`src/rtl/world_time_conv_if.sv`:
```
// Signal bundle between the world-clock zone converter and its surroundings:
// local time and zone select in, converted time and zone-display flag out.
`timescale 1ns/1ps
interface world_time_conv_if;
   logic       tick_1hz;
   logic [3:0] state;
   logic [2:0] inworld;
   logic [4:0] loc_hour;
   logic [5:0] loc_min;
   logic [5:0] loc_sec;
   logic [4:0] w_hour;
   logic [5:0] w_min;
   logic [5:0] w_sec;
   logic [1:0] day_adj;
   logic       zone_show;

   modport master (
      output tick_1hz, state, inworld, loc_hour, loc_min, loc_sec,
      input  w_hour, w_min, w_sec, day_adj, zone_show
   );

   modport slave (
      input  tick_1hz, state, inworld, loc_hour, loc_min, loc_sec,
      output w_hour, w_min, w_sec, day_adj, zone_show
   );
endinterface

```
`src/rtl/world_time_conv.sv`:
```
// Converts local time to the selected zone's time (2-stage pipeline, 24 h wrap,
// day-adjust flag) and raises zone_show for a few 1 Hz ticks after a zone change.
`timescale 1ns/1ps
module world_time_conv #(
   parameter logic [3:0] WORLD_STATE = 4'd8,
   parameter int         SHOW_TICKS  = 3,
   parameter int         OFF0        = 0,
   parameter int         OFF1        = -14,
   parameter int         OFF2        = -9,
   parameter int         OFF3        = -8,
   parameter int         OFF4        = 1
) (
   input logic              clk,
   input logic              reset,
   world_time_conv_if.slave bus
);

   typedef enum logic {IDLE, SHOW} fsm_t;

   logic [2:0]        zone_san;
   logic signed [5:0] off_sel;
   logic signed [5:0] off_s1_reg;
   logic [4:0]        hour_s1_reg;
   logic [5:0]        min_s1_reg;
   logic [5:0]        sec_s1_reg;
   logic signed [6:0] sum;
   logic [4:0]        hour_next;
   logic [1:0]        day_next;
   logic [4:0]        w_hour_reg;
   logic [5:0]        w_min_reg;
   logic [5:0]        w_sec_reg;
   logic [1:0]        day_adj_reg;
   logic [2:0]        last_zone_reg;
   logic              chg;
   fsm_t              fsm_reg, fsm_next;
   logic [3:0]        cnt_reg, cnt_next;

   // Unused zone codes fold onto the local zone so 7->0 is not a change.
   assign zone_san = (bus.inworld > 3'd4) ? 3'd0 : bus.inworld;

   always_comb begin
      off_sel = 6'(OFF0);
      case (zone_san)
         3'd1:    off_sel = 6'(OFF1);
         3'd2:    off_sel = 6'(OFF2);
         3'd3:    off_sel = 6'(OFF3);
         3'd4:    off_sel = 6'(OFF4);
         default: off_sel = 6'(OFF0);
      endcase
   end

   // Offsets span -23..+23, so a single +/-24 correction always lands in 0..23.
   always_comb begin
      sum       = $signed({2'b00, hour_s1_reg}) + $signed({off_s1_reg[5], off_s1_reg});
      hour_next = 5'(sum);
      day_next  = 2'b00;
      if (sum < 7'sd0) begin
         hour_next = 5'(sum + 7'sd24);
         day_next  = 2'b11;
      end else if (sum >= 7'sd24) begin
         hour_next = 5'(sum - 7'sd24);
         day_next  = 2'b01;
      end
   end

   always_ff @(posedge clk or negedge reset) begin
      if (!reset) begin
         off_s1_reg  <= '0;
         hour_s1_reg <= '0;
         min_s1_reg  <= '0;
         sec_s1_reg  <= '0;
         w_hour_reg  <= '0;
         w_min_reg   <= '0;
         w_sec_reg   <= '0;
         day_adj_reg <= 2'b00;
      end else begin
         off_s1_reg  <= off_sel;
         hour_s1_reg <= bus.loc_hour;
         min_s1_reg  <= bus.loc_min;
         sec_s1_reg  <= bus.loc_sec;
         w_hour_reg  <= hour_next;
         w_min_reg   <= min_s1_reg;
         w_sec_reg   <= sec_s1_reg;
         day_adj_reg <= day_next;
      end
   end

   assign chg = (zone_san != last_zone_reg);

   always_ff @(posedge clk or negedge reset) begin
      if (!reset) begin
         last_zone_reg <= 3'd0;
         fsm_reg       <= IDLE;
         cnt_reg       <= 4'd0;
      end else begin
         last_zone_reg <= zone_san;
         fsm_reg       <= fsm_next;
         cnt_reg       <= cnt_next;
      end
   end

   // A zone change always restarts the display window, even on a tick cycle.
   always_comb begin
      fsm_next = fsm_reg;
      cnt_next = cnt_reg;
      case (fsm_reg)
         IDLE: begin
            if (chg) begin
               fsm_next = SHOW;
               cnt_next = 4'd0;
            end
         end
         SHOW: begin
            if (chg) begin
               cnt_next = 4'd0;
            end else if (bus.tick_1hz) begin
               if (cnt_reg + 4'd1 == 4'(SHOW_TICKS)) begin
                  fsm_next = IDLE;
                  cnt_next = 4'd0;
               end else begin
                  cnt_next = cnt_reg + 4'd1;
               end
            end
         end
         default: begin
            fsm_next = IDLE;
            cnt_next = 4'd0;
         end
      endcase
   end

   assign bus.w_hour    = w_hour_reg;
   assign bus.w_min     = w_min_reg;
   assign bus.w_sec     = w_sec_reg;
   assign bus.day_adj   = day_adj_reg;
   assign bus.zone_show = (fsm_reg == SHOW) && (bus.state == WORLD_STATE);

endmodule

```
`src/flat_wrapper.sv`:
```
// flat-port wrapper written by rule: the top's interface ports become plain ports
module world_time_conv_flat 
#(
   parameter logic [3:0] WORLD_STATE = 4'd8,
   parameter int         SHOW_TICKS  = 3,
   parameter int         OFF0        = 0,
   parameter int         OFF1        = -14,
   parameter int         OFF2        = -9,
   parameter int         OFF3        = -8,
   parameter int         OFF4        = 1
)
  (clk, reset, bus_tick_1hz, bus_state, bus_inworld, bus_loc_hour, bus_loc_min, bus_loc_sec, bus_w_hour, bus_w_min, bus_w_sec, bus_day_adj, bus_zone_show);
  world_time_conv_if bus_i ();
  input logic clk;
  input logic reset;
  input wire logic [$bits(bus_i.tick_1hz)-1:0] bus_tick_1hz;
  input wire logic [$bits(bus_i.state)-1:0] bus_state;
  input wire logic [$bits(bus_i.inworld)-1:0] bus_inworld;
  input wire logic [$bits(bus_i.loc_hour)-1:0] bus_loc_hour;
  input wire logic [$bits(bus_i.loc_min)-1:0] bus_loc_min;
  input wire logic [$bits(bus_i.loc_sec)-1:0] bus_loc_sec;
  output wire logic [$bits(bus_i.w_hour)-1:0] bus_w_hour;
  output wire logic [$bits(bus_i.w_min)-1:0] bus_w_min;
  output wire logic [$bits(bus_i.w_sec)-1:0] bus_w_sec;
  output wire logic [$bits(bus_i.day_adj)-1:0] bus_day_adj;
  output wire logic [$bits(bus_i.zone_show)-1:0] bus_zone_show;
  assign bus_i.tick_1hz = bus_tick_1hz;
  assign bus_i.state = bus_state;
  assign bus_i.inworld = bus_inworld;
  assign bus_i.loc_hour = bus_loc_hour;
  assign bus_i.loc_min = bus_loc_min;
  assign bus_i.loc_sec = bus_loc_sec;
  assign bus_w_hour = bus_i.w_hour;
  assign bus_w_min = bus_i.w_min;
  assign bus_w_sec = bus_i.w_sec;
  assign bus_day_adj = bus_i.day_adj;
  assign bus_zone_show = bus_i.zone_show;
  world_time_conv #(.WORLD_STATE(WORLD_STATE), .SHOW_TICKS(SHOW_TICKS), .OFF0(OFF0), .OFF1(OFF1), .OFF2(OFF2), .OFF3(OFF3), .OFF4(OFF4)) u_core (.clk(clk), .reset(reset), .bus(bus_i));
endmodule
```
`config.mk`:
```
export PLATFORM = sky130hd
export DESIGN_NAME = world_time_conv_flat
export DESIGN_NICKNAME = d
export VERILOG_FILES = /design/src/rtl/world_time_conv_if.sv /design/src/rtl/world_time_conv.sv /design/src/flat_wrapper.sv
export SDC_FILE = /design/constraint.sdc
export NUM_CORES = 1
export LEC_CHECK = 0
export CORE_MARGIN = 10
export CORE_UTILIZATION = 51
export CTS_CLUSTER_DIAMETER = 100
export DETAILED_ROUTE_END_ITERATION = 10
export GPL_TIMING_DRIVEN = 0
export HOLD_SLACK_MARGIN = 0.02
export PLACE_DENSITY = 0.87
export SLEW_MARGIN = 20
export SYNTH_ARGS = -nofsm -noshare
export SYNTH_HDL_FRONTEND = slang
export SYNTH_SLANG_ARGS = --single-unit
```
`constraint.sdc`:
```
create_clock -name clk -period 5.44 [get_ports clk]
set_input_delay 0.816 -clock clk [delete_from_list [all_inputs] [get_ports clk]]
set_output_delay 0.816 -clock clk [all_outputs]
set_load 0.02 [all_outputs]
```
# Yosys cells after proc, flatten, opt, wreduce, memory -nomap -nowiden
# Cells that the tools add are included.
[word_totals] inputBits=27 out_inout_bits=20 ff_bits=50 word_cells=46
[classes] n_reduce_logical=2 n_bitwise=1 n_eq_ne=9 muxes=16 addsub=4 order_cmp=3
[ops] cell="6-bit one-hot mux with 4 select lines" n=1
[ops] cell="4-bit 2-to-1 mux" n=4
[ops] cell="5-bit 2-to-1 mux" n=2
[ops] cell="4-bit one-hot mux with 2 select lines" n=1
[ops] cell="6-bit by 6-bit adder with 7-bit output" n=1
[ops] cell="7-bit by 6-bit >= comparator with 1-bit output (second input constant)" n=1
[ops] cell="7-bit by 1-bit < comparator with 1-bit output (second input constant)" n=1
[ops] cell="3-bit by 2-bit == test with 1-bit output (second input constant)" n=2
[ops] cell="5-bit by 4-bit adder with 5-bit output (second input constant)" n=1
[ops] cell="1-bit 2-to-1 mux" n=5
[ops] cell="5-bit by 4-bit subtractor with 5-bit output (second input constant)" n=1
[ops] cell="4-bit by 1-bit adder with 4-bit output (second input constant)" n=1
[ops] cell="4-bit by 2-bit == test with 1-bit output (second input constant)" n=1
[ops] cell="4-bit == test (second input constant)" n=1
[ops] cell="3-bit by 1-bit == test with 1-bit output (second input constant)" n=1
[ops] cell="3-bit == test (second input constant)" n=1
[ops] cell="3-bit greater-than comparator (second input constant)" n=1
[ops] cell="3-bit 2-to-1 mux" n=1
[ops] cell="3-bit by 2-bit inequality test with 1-bit output (second input constant)" n=1
[ops] cell="3-bit inequality test" n=1
[ops] cell="2-bit 2-to-1 mux" n=1
[ops] cell="2-bit by 1-bit inequality test with 1-bit output (second input constant)" n=1
[ops] cell="1-bit one-hot mux with 2 select lines" n=1
[ops] cell="2-bit AND reduction" n=1
[ops] cell="other kinds (2)" n=2

# Depth between registers and ports, before layout
# Gate-level depths: netlist of the first run.
[depth] depth_word=6 mapped_depth=10 mapped_depth_nobuf=10

# Worst setup path before layout of the first run
# No wires, ideal clock.
[synth_timing] path_kind="register -> register" start="register u_core.hour_s1_reg[0]" end="register u_core.w_hour_reg[4] (netlist: u_core.bus.w_hour[4])" stages_incl_launch_ff=10 period_less_slack_ns=2.253 setup_slack_ns=3.187 arrival_time_ns=2.171 n_path_buf=0 setup_time_ns=0.082 required_ns=5.358 path_cell_list="dfrtp_1 ha_1 inv_1 fa_1 nand2b_1 a21oi_2 xnor2_1 ha_1 or4_1 a22oi_2"
[synth_between] elab_chain_len=4 word_cells_on_any_way=7 classes_between="add/sub (3); order compare (2); mux (2)"
[synth_lines] item="start: declaration" line_no="world_time_conv.sv:23" text="logic [4:0] hour_s1_reg;"
[synth_lines] item="start signal: assignment" line_no="world_time_conv.sv:78" text="hour_s1_reg <= bus.loc_hour;"
[synth_lines] item="6-bit by 6-bit adder with 7-bit output *" line_no="world_time_conv.sv:54" text="sum = $signed({2'b00, hour_s1_reg}) + $signed({off_s1_reg[5], off_s1_reg});"
[synth_lines] item="7-bit by 6-bit >= comparator with 1-bit output or 5-bit by 4-bit subtractor with 5-bit output (tied branches)" line_no="world_time_conv.sv:60, world_time_conv.sv:61"
[synth_lines] item="5-bit 2-to-1 mux" line_no="world_time_conv.sv:60" text="end else if (sum >= 7'sd24) begin"
[synth_lines] item="5-bit 2-to-1 mux *" line_no="world_time_conv.sv:57" text="if (sum < 7'sd0) begin"
[synth_lines] item="net u_core.hour_next[4]" line_no="world_time_conv.sv:27" text="logic [4:0] hour_next;"
[synth_lines] item="end signal: assignment" line_no="world_time_conv.sv:81" text="w_hour_reg <= hour_next;"
[synth_lines] item="end: declaration" line_no="world_time_conv.sv:29" text="logic [4:0] w_hour_reg;"
# The timed path passes the listed nets; every way through them passes the cells marked *.
# A chain may end at the register's enable or synchronous reset.

# Worst setup path in the final report of the first run
[layout_timing] start="input bus_state[1]" end="output bus_zone_show"
[layout_between] elab_chain_len=2
[layout_lines] item="start: declaration" line_no="flat_wrapper.sv:17" text="input wire logic [$bits(bus_i.state)-1:0] bus_state;"
[layout_lines] item="4-bit == test" line_no="world_time_conv.sv:136" text="assign bus.zone_show = (fsm_reg == SHOW) && (bus.state == WORLD_STATE);"
[layout_lines] item="1-bit logical AND" line_no="world_time_conv.sv:136"
[layout_lines] item="end: declaration" line_no="flat_wrapper.sv:26" text="output wire logic [$bits(bus_i.zone_show)-1:0] bus_zone_show;"
# No other way between the ends.

==> results of run 1 <==
-- worst max-delay path, stage by stage --
cell	delay [ps]
clkdlybuf4s50_1	400
nor2_1	90
and4b_1	190
clkdlybuf4s50_1	600
-- cell type report --
| class | count | share of cell area, % |
|---|---|---|
| clock inverter | 2 | 0.415 |
| tap | 46 | 2.38 |
| multi-input combinational | 75 | 23.7 |
| clock buffer | 6 | 1.71 |
| sequential | 49 | 50.8 |
| timing repair buffer | 47 | 19.7 |
| inverter | 8 | 1.24 |
-- routing by layer --
| metal | wire length (um) | part of all wire (%) |
|---|---|---|
| met1 | 1230 | 34 |
| met2 | 2070 | 57 |
| met3 | 256 | 7.1 |
| met4 | 78 | 2.1 |
| met5 | 0 | 0 |
-- cell usage after synthesis, types with 2 or more instances --
cell / number / share of area, %
nor2b_1: 3 / 1.0
a21oi_2: 3 / 1.4
and2_1: 2 / 0.68
nor3_1: 2 / 0.55
a21oi_1: 2 / 0.55
and4b_1: 2 / 1.1
xnor2_1: 5 / 2.4
nor2_1: 14 / 2.9
nand2b_1: 2 / 0.68
dfrtp_1: 49 / 67
inv_1: 8 / 1.6
nand3_1: 2 / 0.55
xor2_1: 5 / 2.4
nand2_1: 4 / 0.82
ha_1: 9 / 6.2
o21ai_0: 2 / 0.55
-- stage by stage --
stage	total power [W]	hold WS [ps]	instances	util (%)
4_1_cts	0.000702	366	233	71.2
3_3_place_gp	0.000539	332	224	69.3
6_report	0.000693	365	233	71.2
3_5_place_dp	0.000550	336	225	69.7
2_1_floorplan	0.000475	331	132	-
5_1_grt	0.000733	368	233	71.2
-- cell families (layout without fill, tap and decap cells) --
kind of cell / after synthesis / count (layout)
AOI/OAI and AO/OA: 16 / 16
xor gates and xnor gates: 10 / 10
adders and majority gates: 10 / 10
buffers and inverters: 8 / 63
DFF: 49 / 49
muxes: 1 / 1
and+or+nand+nor: 38 / 38
-- report_power, final --
part	switching (W)	internal, W	total (W)
clock network	0.000103	0.0000494	0.000153
logic	0.0000701	0.0000701	0.000140
registers	0.0000103	0.000390	0.000400
total	0.000184	0.000509	0.000693
-- cell usage in the layout (no fill, tap or decap), types with 2 or more instances in the layout --
master / count
dfrtp_1: 49
clkdlybuf4s50_1: 45
nor2_1: 14
ha_1: 9
inv_1: 8
xnor2_1: 5
xor2_1: 5
clkbuf_4: 5
nand2_1: 4
nor2b_1: 3
a21oi_2: 3
and2_1: 2
nor3_1: 2
nand2b_1: 2
a21oi_1: 2
and4b_1: 2
o21ai_0: 2
nand3_1: 2
clkinv_2: 2
-- worst paths after layout --
path                                                startpoint                         endpoint  slack, ps  cells past startpoint
worst max-delay path                              bus_state[1]                    bus_zone_show       2530                      4
worst min-delay path            u_core.sec_s1_reg[2]$_DFF_PN0_    u_core.bus.w_sec[2]$_DFF_PN0_        360                      0
worst max register to register  u_core.off_s1_reg[0]$_DFF_PN0_   u_core.bus.w_hour[4]$_DFF_PN0_       2930                      9
worst min register to register  u_core.sec_s1_reg[2]$_DFF_PN0_    u_core.bus.w_sec[2]$_DFF_PN0_        360                      0
max in group asynchronous                                reset  u_core.hour_s1_reg[0]$_DFF_PN0_       4540                      2
min in group asynchronous                                reset    u_core.cnt_reg[3]$_DFFE_PN0P_        380                      1
==> key figures, run 1 <==
Place
  • GP Congestion: 0.770
  • Dpl ws: 2520 ps
  • Post-DP HPWL: 2990 um
  • Port Buffer Count: 46
  • Placed Instance Area: 0.00236 mm2

Worst setup path
  • Critical path startpoint category: primary input
  • WS Path Type: primary input to output port
  • Critical path data arrival time: 2100 ps
  • Crit-path max FO: 1
  • Required time worst endpoint: roughly 4600 ps
  • CP endpoint kind: output port

Pwr
  • Pwr per Cell Area: 287 mW/mm2
  • Leak: 1.08 nW
  • VDD IR max: ~0.00016 V

Floorplan
  • Die height: 79.9 um
  • Core area: 0.00339 mm2
  • Ports: 47
  • # rows: 21
  • Starting Density: 54.0%
  • Die footprint: 0.00638 mm2
  • Die width: 79.9 um

Drt
  • WL final: 3630 um
  • Drt pass-1 iters: 4
  • Drt wl/cell: 15.6 um
  • Post-route ant nets: 0
  • DRT iter0 DRCs: 43
  • DRC: 0
  • Via/cell ratio: 4.91
  • Vias: 1144

Yosys
  • Netlist Area Pre-Place: 0.00183 mm2
  • Synth Area in Simple Gates: 12.0%
  • Yosys Warn Count: 0
  • Post-synthesis cell type count: 34
  • XOR/XNOR share of the synthesized area: 4.79%
  • Leading register cell type out of synthesis: dfrtp_1
  • Post-synthesis compound-gate area fraction: 6.70%
  • Ys async rst share: 100%
  • Multiplexer area fraction after synthesis: less than 1%
  • Gate Count Post-Synth: 132
  • Largest family of logic cells by synthesized area: simple AND/OR/NAND/NOR gates
  • Flop and latch count out of synthesis: 49
  • Area share of fa/ha/maj cells after synthesis: 7.25%
  • Register area share after synthesis: between 60 and 70%
  • Syn_nets: 169
  • Synth Area per Inst: 13.9 um2
  • EDFF count, synth: 0

Timing
  • F_max: 343 MHz
  • Final setup margin: between 2000 and 3000 ps
  • Clock skew: 16.3 ps
  • Fin. Hold Viols: 0
  • Post-Route Setup TNS: 0 ps
  • Final Max Slew Viols: 0
  • Min Clock Period, post-route: roughly 3000 ps
  • Unrepaired setup endpoints after global routing: no
  • Slew @ Worst Pin: 554 ps
  • Crit share post-route: 53.6%
  • Worst slew margin: 62.7%
  • Final setup viols: 0

Clock tree
  • CTS root buf: clkbuf_4
  • Clk_lat worst skew: 360 ps
  • Total CTS buffers: 5
  • CTS Hold Bufs: 0
  • Clock Tree Buf Depth: 2
  • Post-cts sizing count: 0
  • CTS tree: yes
  • CTS clk-pin slew, worst paths: 130 ps
  • Post-CTS Setup Bufs: 0
  • Clock sink count: 49
  • H-tree depth: 2

Global route
  • Largest net degree at the start of global routing: 33
  • GRT Residual Overflow: 0
  • First-pass GRT wire length: a little under 6000 um
  • Grt met2 use: between 20 and 25%
  • GRT Util Overall: 11.9%
  • Initial antenna violation count: 0
  • Most Crowded Layer GR: met2
  • GRT met1 Usage: about a tenth
  • Routing usage on met3: 4.95%
  • Vias in the first global route: between 1k and 1.5k

Layout
  • Antenna Cells: 0
  • Area Growth Syn to Fin: 31.9%
  • Filler cells: 234
  • Area of the multi-input gates: 573 um2
  • Share of layout cells above drive strength 1: 8.56%
  • Fin area: 0.00241 mm2
  • Net count, final: 223
  • Register area: 0.00123 mm2

Min path
  • Hold Crit Class: flip-flop to flip-flop

Run status
  • Status: finished clean

Flow run
  • Max-cap violations: 0
Power figures use the tool's default switching activity.
==> run 2, diff against run 1 <==
--- a/config.mk
+++ b/config.mk
@@ -6,12 +6,12 @@
 export NUM_CORES = 1
 export LEC_CHECK = 0
 export CORE_MARGIN = 10
-export CORE_UTILIZATION = 51
+export CORE_UTILIZATION = 47
 export CTS_CLUSTER_DIAMETER = 100
 export DETAILED_ROUTE_END_ITERATION = 10
 export GPL_TIMING_DRIVEN = 0
 export HOLD_SLACK_MARGIN = 0.02
-export PLACE_DENSITY = 0.87
+export PLACE_DENSITY = 0.81
 export SLEW_MARGIN = 20
 export SYNTH_ARGS = -nofsm -noshare
 export SYNTH_HDL_FRONTEND = slang
==> constraint.sdc (replaced) <==
create_clock -name clk -period 2.9 [get_ports clk]
set_input_delay 0.435 -clock clk [delete_from_list [all_inputs] [get_ports clk]]
set_output_delay 0.435 -clock clk [all_outputs]
set_load 0.02 [all_outputs]
==> key figures, run 2 (synthesis gave the netlist of run 1 again) <==
Run status
  • Status: finished clean

Drt
  • WL final: around 3300 um
  • DRT iter0 DRCs: 73
  • DRC: 0
  • Drt pass-1 iters: 6
  • Drt wl/cell: roughly 14 um
  • Post-route ant nets: 0
  • Via/cell ratio: about 4.8
  • Vias: 1128

Layout
  • Fin area: between 0.002 and 0.0025 mm2
  • Net count, final: 223
  • Most frequent cells in the layout: dfrtp_1 (49), clkdlybuf4s50_1 (45), nor2_1 (14), ha_1 (9), inv_1 (8)
  • Antenna Cells: 0
  • Register area: between 0.001 and 0.0015 mm2
  • Share of layout cells above drive strength 1: between 9 and 10%
  • Commonest non-fill, non-tap cell in the layout: dfrtp_1
  • Filler cells: between 200 and 300
  • Area Growth Syn to Fin: 34.7%
  • Area of the multi-input gates: between 500 and 600 um2

Pwr
  • Flop pwr share: between 50% and 60%
  • Combinational fraction of design power: between 10% and 20%
  • Net Sw Power: 0.000365 W
  • Pwr per Cell Area: approximately 580 mW/mm2
  • Cell internal pwr: 0.00106 W
  • Clock share of power: 29.1%
  • Sw Ratio: 25.6%
  • Total power: 0.00142 W
  • VDD IR max: between 0.0003 and 0.0004 V
  • Leak: 1.10 nW

Global route
  • Grt met2 use: 18.2%
  • Most Crowded Layer GR: met2
  • GRT met1 Usage: 11.2%
  • Largest net degree at the start of global routing: 35
  • First-pass GRT wire length: 5490 um
  • GRT Util Overall: 10.6%
  • Initial antenna violation count: 0
  • GRT Residual Overflow: 0
  • Routing usage on met3: roughly 4.3%
  • Vias in the first global route: approximately 1.2k

Clock tree
  • Post-CTS Setup Bufs: 0
  • Post-cts sizing count: 0
  • CTS root buf: clkbuf_8
  • CTS clk-pin slew, worst paths: about 90 ps
  • H-tree depth: 2
  • Total CTS buffers: 5
  • Clock sink count: 49
  • CTS tree: yes
  • Clk_lat worst skew: approximately 300 ps
  • Clock Tree Buf Depth: 2
  • CTS Hold Bufs: 0

Worst setup path
  • Critical path data arrival time: around 2700 ps
  • Required time worst endpoint: 3120 ps
  • Crit-path max FO: 4
  • Critical path startpoint category: flip-flop
  • WS Path Type: flip-flop to flip-flop
  • CP endpoint kind: flip-flop

Place
  • Port Buffer Count: between 40 and 50
  • GP Congestion: 0.670
  • Placed Instance Area: 0.00236 mm2
  • Dpl ws: 451 ps
  • Post-DP HPWL: 2680 um

Timing
  • Worst slew margin: 64.5%
  • Final setup viols: 0
  • Clock skew: 7.05 ps
  • Final setup margin: 424 ps
  • Post-Route Setup TNS: 0 ps
  • F_max: a little over 400 MHz
  • Crit share post-route: a little under nine tenths
  • Final Max Slew Viols: 0
  • Slew @ Worst Pin: 528 ps
  • Fin. Hold Viols: 0
  • Min Clock Period, post-route: 2480 ps
  • Unrepaired setup endpoints after global routing: no
  • Hold WS: 39.6 ps

Floorplan
  • Ports: 47
  • Core area: 0.00372 mm2
  • # rows: 22
  • Die width: 82.4 um
  • Die footprint: a little under 0.007 mm2
  • Starting Density: 49.2%
  • Die height: 82.4 um

Min path
  • Hold Crit Class: primary input to async pin

Flow run
  • Max-cap violations: 0
-- run 2: worst paths after layout --
path	from	to	slack (ps)	depth (start not counted)
max	u_core.hour_s1_reg[0]$_DFF_PN0_	u_core.bus.w_hour[4]$_DFF_PN0_	420	9
min	reset	u_core.sec_s1_reg[3]$_DFF_PN0_	40	1
max reg2reg	u_core.hour_s1_reg[0]$_DFF_PN0_	u_core.bus.w_hour[4]$_DFF_PN0_	420	9
min reg2reg	u_core.sec_s1_reg[2]$_DFF_PN0_	u_core.bus.w_sec[2]$_DFF_PN0_	360	0
max in group asynchronous	reset	u_core.off_s1_reg[3]$_DFF_PN0_	2370	2
min in group clk	u_core.sec_s1_reg[2]$_DFF_PN0_	u_core.bus.w_sec[2]$_DFF_PN0_	360	0
-- run 2: routing by layer --
metal / part of all wire, % / vias to the layer above
met1: 39 / 537
met4: 0.81 / 0
met5: 0 / -
li1: - / 549
met3: 9.5 / 4
met2: 51 / 38
-- run 2: through the flow --
step                      util (%)  std cells
after detailed placement      63.6        227
final                         66.3        235
after floorplan                  -        132
after global placement        63.2        226
after global routing          66.3        235
after CTS                     66.3        235
-- run 2: cell type report --
| type | instances | share of cell area [%] |
|---|---|---|
| inverter | 8 | 1.22 |
| sequential | 49 | 49.8 |
| clock buffer | 6 | 3.35 |
| clock inverter | 2 | 0.660 |
| multi-input combinational | 75 | 23.3 |
| timing repair buffer | 47 | 19.3 |
| tap | 48 | 2.44 |
-- run 2: power by group through the flow --
stage / Sequential [W] / Clock, W / Combinational (W)
after floorplan: 0.000798 / 0 / 0.0000936
after global placement: 0.000761 / 0 / 0.000251
after detailed placement: 0.000764 / 0 / 0.000262
after CTS: 0.000750 / 0.000425 / 0.000264
after global routing: 0.000755 / 0.000454 / 0.000282
final: 0.000749 / 0.000415 / 0.000260
-- run 2: critical path, stage by stage (launching register included) --
cell	delay, ps
dfrtp_1	350
ha_1	170
inv_1	50
fa_1	400
nand2b_1	180
a21oi_2	190
xnor2_1	150
ha_1	240
or4_1	540
a22oi_2	130
==> run 3, diff against run 2 <==
--- a/config.mk
+++ b/config.mk
@@ -5,6 +5,7 @@
 export SDC_FILE = /design/constraint.sdc
 export NUM_CORES = 1
 export LEC_CHECK = 0
+export CAP_MARGIN = 20
 export CORE_MARGIN = 10
 export CORE_UTILIZATION = 47
 export CTS_CLUSTER_DIAMETER = 100
==> results of run 3 <==
Same layout as run 2: the final DEF is identical, and so are final timing and power.
